**src/rtl/stack_call_ctrl.sv**
```systemverilog
// stack_call_ctrl: turns CALL/RET/FLUSH requests into clean stack strobes and one-cycle PC loads.
// Optional feature: define STACK_CALL_CTRL_GUARD_EN for overflow/underflow guarding with sticky OVF/UNF.
module stack_call_ctrl #(
  parameter int DATA_W = 19,
  parameter int STACK_DEPTH = 32,
  parameter int DEPTH_W = 6
) (
  input  logic              CLK,
  input  logic              RST,
  input  logic              CALL,
  input  logic              RET,
  input  logic              FLUSH,
  input  logic [DATA_W-1:0] PC_IN,
  input  logic [DATA_W-1:0] TARGET_IN,
  input  logic [DATA_W-1:0] STK_DATA_IN,
  output logic [DATA_W-1:0] STK_DATA_OUT,
  output logic              STK_PUSH,
  output logic              STK_POP,
  output logic              STK_CLR,
  output logic [DATA_W-1:0] PC_OUT,
  output logic              PC_LOAD,
  output logic              BUSY,
  output logic [DEPTH_W-1:0] DEPTH,
  output logic              OVF,
  output logic              UNF
);
  typedef enum logic [2:0] {INIT, IDLE, C_SETUP, C_PUSH, P_POP, P_WAIT, LOAD, CLR} stateT;
  localparam logic [DATA_W-1:0] PC_STEP = 1;
  localparam logic [DEPTH_W-1:0] D_ONE = 1;
  localparam logic [DEPTH_W-1:0] D_TOP = DEPTH_W'(STACK_DEPTH);
  stateT state, nextState;
  logic [DATA_W-1:0] target;
  logic blocked, guardHit, full, empty;
  logic [DEPTH_W-1:0] depthUp, depthDn;
`ifdef STACK_CALL_CTRL_GUARD_EN
  assign full = DEPTH == D_TOP;
  assign empty = DEPTH == '0;
  assign depthUp = DEPTH + D_ONE;
  assign depthDn = DEPTH - D_ONE;
`else
  // Unguarded depth wraps with the stack's own pointer.
  assign full = 1'b0;
  assign empty = 1'b0;
  assign depthUp = DEPTH == D_TOP - D_ONE ? '0 : DEPTH + D_ONE;
  assign depthDn = DEPTH == '0 ? D_TOP - D_ONE : DEPTH - D_ONE;
`endif
  always_comb begin
    nextState = state;
    case (state)
      INIT:    nextState = STK_CLR ? IDLE : INIT;
      IDLE:    nextState = FLUSH ? CLR : CALL ? C_SETUP : RET ? P_POP : IDLE;
      C_SETUP: nextState = blocked ? IDLE : C_PUSH;
      C_PUSH:  nextState = LOAD;
      P_POP:   nextState = blocked ? IDLE : P_WAIT;
      P_WAIT:  nextState = LOAD;
      default: nextState = IDLE;
    endcase
    guardHit = state == IDLE && (nextState == C_SETUP ? full : nextState == P_POP && empty);
  end
  // Outputs are registered from the next state so they line up with the state they describe.
  always_ff @(posedge CLK) begin
    if (RST) begin
      state <= INIT;
      blocked <= 1'b0;
      target <= '0;
      STK_DATA_OUT <= '0;
      STK_PUSH <= 1'b0;
      STK_POP <= 1'b0;
      STK_CLR <= 1'b0;
      PC_OUT <= '0;
      PC_LOAD <= 1'b0;
      BUSY <= 1'b0;
      DEPTH <= '0;
      OVF <= 1'b0;
      UNF <= 1'b0;
    end else begin
      state <= nextState;
      blocked <= guardHit;
      STK_PUSH <= nextState == C_PUSH;
      STK_POP <= nextState == P_POP && !guardHit;
      STK_CLR <= nextState == INIT || nextState == CLR;
      PC_LOAD <= nextState == LOAD;
      BUSY <= nextState != IDLE;
      if (nextState == C_SETUP && !guardHit) begin
        STK_DATA_OUT <= PC_IN + PC_STEP;
        target <= TARGET_IN;
      end
      if (nextState == LOAD) PC_OUT <= state == P_WAIT ? STK_DATA_IN : target;
      if (nextState == CLR || state == INIT) DEPTH <= '0;
      else if (state == C_PUSH) DEPTH <= depthUp;
      else if (state == P_POP && !blocked) DEPTH <= depthDn;
      OVF <= nextState != CLR && (OVF || (guardHit && nextState == C_SETUP));
      UNF <= nextState != CLR && (UNF || (guardHit && nextState == P_POP));
    end
  end
endmodule

```
**config.mk**
```make
export PLATFORM = sky130hd
export DESIGN_NAME = stack_call_ctrl
export DESIGN_NICKNAME = d
export VERILOG_FILES = /design/src/rtl/stack_call_ctrl.sv
export SDC_FILE = /design/constraint.sdc
export NUM_CORES = 1
export LEC_CHECK = 0
export BUFFER_PORTS_ARGS = -buffer_cell sky130_fd_sc_hd__buf_2
export CORE_MARGIN = 10
export CORE_UTILIZATION = 45
export CTS_CLUSTER_DIAMETER = 200
export DETAILED_ROUTE_END_ITERATION = 8
export PLACE_DENSITY = 0.75
export SYNTH_ARGS = -nofsm -noshare
export SYNTH_HDL_FRONTEND = slang
export SYNTH_SLANG_ARGS = --single-unit
```
**constraint.sdc**
```tcl
create_clock -name CLK -period 1.7 [get_ports CLK]
set_clock_uncertainty 0.15 [all_clocks]
set_input_delay 0.34 -clock CLK [delete_from_list [all_inputs] [get_ports CLK]]
set_output_delay 0.34 -clock CLK [all_outputs]
set_load 0.03 [all_outputs]
```
; Word level (Yosys, flattened, before mapping)
; Cells that the tools add are included.
; Widths: inputs -> output; s select.
[totals]
latch_bits = 0
regBits = 73
memories = 0
output_inout_bits = 51
mem_bits_rw = 0
rom_bits = 0
in_bits = 62
[classes]
add_sub_neg = 3
magnitude_cmp = 0
mul = 0
div = 0
n_mux = 10
n_reduce_logical = 10
bitwise = 0
n_shift = 0
eq_ne = 13
[ops]
columns = op, n
row1 = $mux 6, 4
row2 = $add 19x1->19 const B, 1
row3 = $mux 19, 1
row4 = $eq 3x3->1 const B, 5
row5 = $pmux 3 s5, 1
row6 = $eq 3x2->1 const B, 4
row7 = $mux 3, 3
row8 = $add 6x1->6 const B, 1
row9 = $eq 6x5->1 const B, 1
row10 = $logic_not 3->1, 2
row11 = $logic_not 6->1, 1
row12 = $sub 6x1->6 const B, 1
row13 = $reduce_or 2->1, 2
row14 = $eq 3x1->1 const B, 1
row15 = $ne 3x1->1 const B, 1
row16 = $ne 3x3->1 const B, 1
row17 = $logic_and 1x1->1, 2
row18 = $logic_or 1x1->1, 2
row19 = $reduce_bool 2->1, 1
row20 = $mux 1, 1

; Longest topological paths before layout
[depth]
depth_word = 7
ltp_mapped = 7

; Least setup slack after synthesis
; Ideal clock, no wire load.
[synth_path]
path_type = input-to-reg
start = input PC_IN[0]
end = register STK_DATA_OUT[18]
setup_ns = 0.088
arrival_time_ns = 1.598
path_buffers = 1
setup_slack_ns = -0.136
cell_stages = 6
path_cell_list = ha_1 and3_1 clkbuf_2 nand2_1 or4_1 a311oi_2
[synth_between]
elab_chain_len = 1
[synth_lines]
columns = item, line_no
row1 = start: declaration, 13  ; input logic [DATA_W-1:0] PC_IN,
row2 = $add 19x1->19, 85  ; STK_DATA_OUT <= PC_IN + PC_STEP;
row3 = end signal: assignment, 85
row4 = end: declaration, 16  ; output logic [DATA_W-1:0] STK_DATA_OUT,
; Every way passes these cells.
; A chain may end at the register's enable or synchronous reset.

; Worst setup path after layout
[layout_path]
start = register DEPTH[0]
end = register DEPTH[4]
[layout_between]
elab_chain_len = 4
elab_cells_between_ends = 8
cone_classes = 2 x add/sub / 1 x eq/ne / 4 x mux / 1 x reduce/logical
[layout_lines]
columns = item, line_no
row1 = start: declaration, 23  ; output logic [DEPTH_W-1:0] DEPTH,
row2 = start signal: assignment, 90  ; else if (state == C_PUSH) DEPTH <= depthUp;
row3 = start signal: assignment, 91  ; else if (state == P_POP && !blocked) DEPTH <= depthDn;
row4 = $sub 6x1->6 or $logic_not 6->1 (tied branches), 45  ; assign depthDn = DEPTH == '0 ? D_TOP - D_ONE : DEPTH - D_ONE;
row5 = $mux 6, 45
row6 = $mux 6, 91
row7 = $mux 6 *, 90
; Every way passes the cells marked *; elsewhere a longest branch is shown, timed or not. The select of a mux whose other input is x is not followed.

==> flow_summary_export.csv <==
group,metric,value,unit
worst_setup_path,max_stage_delay,450,ps
timing,fin_ws,63.3,ps
synth,synth_area,3380,um^2
placed_design,numPortBuffers,112,
worst_setup_path,path_class,"flop to flop",
detailed_routing,wl,9.96,mm
final_layout,antenna-diode-count,0,
grt,grt_max_degree,42,
detailed_routing,drc_errors,0,
placed_design,dpl_worst_slack,-166,ps
final_layout,finish.utilization,62.2,%
synth,yosysTopAreaCell,"dfxtp_1",
synth,synth-warning-count,0,
synth,ys_types,44,
clocking,hold_buffers,0,
clocking,clk_pin_slew,80,ps
grt,overflow,0,
timing,setup_viol_count_final,0,
clocking,clk_latency,340,ps
synth,synthesis.nets,484,
timing,setup_tns,0,ps
clocking,cts_sinks,73,
clocking,cts.path.max_buffers,2,
worst_setup_path,critical_path_buf_inv_count,1,
worst_hold_path,min_path_type,"input pin to flop",
clocking,cts_tree,"built",
final_layout,final_common_cell,"buf_2",
power,powerDensity,1280,nW/um^2
synth,netlist_top_cells_area,"dfxtp_1 (43%), nand2_1 (7.7%), a311oi_1 (4.9%)",
grt,grtUsageTotal,16.4,%
timing,period_share,96.3,%
placed_design,gp_congestion,0.878,
clocking,h-tree-depth,3,
floorplan,io_pins,113,
synth,ys_ff_latch,73,
grt,grt_pass1_vias,3407,
synth,yosysTopAreaCellShare,43.3,%
floorplan,core,7290,um^2
detailed_routing,vias_per_cell,5.46,
worst_setup_path,crit_family,"simple AND/OR/NAND/NOR gates",
synth,synthFlopType,"dfxtp_1",
synth,async_flop_share,0,%
worst_setup_path,start_kind,"flop",
timing,fin_crit,1640,ps
timing,worst_slew_pin_slew,478,ps
detailed_routing,antenna_left,0,
flow_run,cap_violations,0,
synth,synth_edf_count,0,
worst_setup_path,critPathArrivalTime,1720,ps
worst_setup_path,crit_slowest_cell,"or3b_2",
final_layout,syn2layout_area_growth,34.3,%
synth,ys_seq_area_share,43.3,%
timing,max_freq,611,MHz
worst_setup_path,end_kind,"flop",
floorplan,die_area,11400,um^2
power,power_leakage,0.00186,uW
final_layout,drive_gt1_share,34.7,%
timing,final_max_slew_viol_count,0,
floorplan,fp.dieW,107,um
worst_setup_path,cp.required,1790,ps
status,run_status,"finished clean",
detailed_routing,dr.pass1.iters,4,
worst_setup_path,critPathMaxFanout,3,
worst_setup_path,crit_path_cell_trace,"inv_2 > ha_4 > or3b_2 > o22ai_2 > xnor2_1 > a21oi_1",
final_layout,finalInstanceArea,4540,um^2
placed_design,place_hpwl,7.29,mm
detailed_routing,drt-initial-drc-count,130,
final_layout,final_cell_mix,"buf_2 (112), dfxtp_1 (69), nand2_1 (68)",
synth,synthCells,418,
final_layout,layout.nets,612,
floorplan,die_h,107,um
placed_design,placed_area,4270,um^2
timing,hold_viol_final,0,
grt,antenna_found_initial,0,
detailed_routing,vias,3546,
synth,syn_avg_cell_area,8.08,um^2
grt,grt_pass1_wl,15.7,mm
floorplan,initial_core_util,46.3,%
clocking,cts_buffers,9,
clocking,cts-root-buf,"clkbuf_8",
detailed_routing,wire_per_inst,15.3,um
timing,slew_headroom,68.0,%
floorplan,rows,31,
power,vdd_drop_max,0.000575,V
cells in the mapped netlist, drive strengths merged (2+ instances only):
| library cell | number |
|---|---|
| buf | 13 |
| ha | 4 |
| a31oi | 5 |
| nand3 | 31 |
| a211oi | 11 |
| nor3 | 6 |
| xnor2 | 9 |
| nand4 | 5 |
| nand2 | 69 |
| and2 | 3 |
| or3b | 2 |
| nand2b | 4 |
| a21oi | 31 |
| nor2 | 41 |
| o21ai | 11 |
| xor2 | 6 |
| nor2b | 6 |
| inv | 9 |
| o31ai | 5 |
| or3 | 3 |
| clkbuf | 19 |
| and3 | 6 |
| a311oi | 22 |
| dfxtp | 73 |
| nor3b | 3 |
| nand4b | 2 |
| nor4 | 5 |
| or4 | 4 |
where the power goes:
group | switching (uW) | total, uW | internal [uW]
Sequential | 178 | 2160 | 1990
Clock | 675 | 1400 | 720
Combinational | 1410 | 2250 | 842
per-layer routing:
layer,track usage [%],routed length (um),vias up
li1,-,-,1745
met1,18.9,4150,1668
met2,27.7,4940,117
met3,5.03,694,16
met4,6.96,170,0
met5,0,0,-
path summary, 6_finish.rpt:
kind,from,endpoint,slack (ps),cells past startpoint
max,DEPTH[0],DEPTH[4],60,6
min,TARGET_IN[14],target[14],80,3
max reg2reg,DEPTH[0],DEPTH[4],60,6
min reg2reg,STK_DATA_OUT[1],STK_DATA_OUT[1],310,2
sequential cells by signal, indices dropped and copies added (netlist names):
name	count
STK_DATA_OUT	19
PC_OUT	19
BUSY	1
STK_POP	1
state	3
target	19
STK_CLR	1
PC_LOAD	1
OVF	1
STK_PUSH	1
DEPTH	6
UNF	1
worst min-delay path, stage by stage:
cell     delay, ps
buf_2          100
nand2_1         50
a21oi_1         50
cells by family after synthesis:
| kind of cell | Yosys count | share of synthesized area (%) |
|---|---|---|
| AOI/OAI and AO/OA | 92 | 18.7 |
| xor gates and xnor gates | 15 | 3.89 |
| adders and majority gates | 4 | 1.48 |
| buffers and inverters | 41 | 5.04 |
| DFF | 73 | 43.3 |
| muxes | 1 | 0.296 |
| and+or+nand+nor | 192 | 27.3 |
what timing repair did:
action	in CTS	in global routing
pin swaps	0	0
buffers inserted	0	0
endpoints found under the setup margin	10	27
resized for setup	4	9
gates cloned	0	1
endpoints found under the hold margin	0	0
cell type report:
cell class | instances | area, um^2
clock buffer | 10 | 138
clock inverter | 6 | 67.6
fill | 669 | 2750
inverter | 9 | 33.8
multi-input combinational | 304 | 1810
sequential | 73 | 1470
tap | 99 | 124
timing repair buffer | 149 | 897
through the flow:
stage,total power (uW),std cells,hold WS [ps]
floorplan,3610,418,286
global placement,4300,633,286
detailed placement,4360,633,291
CTS,5780,649,67.1
global route,6150,650,70.5
finish,5810,650,81.4
(Power assumes the default switching activity.)
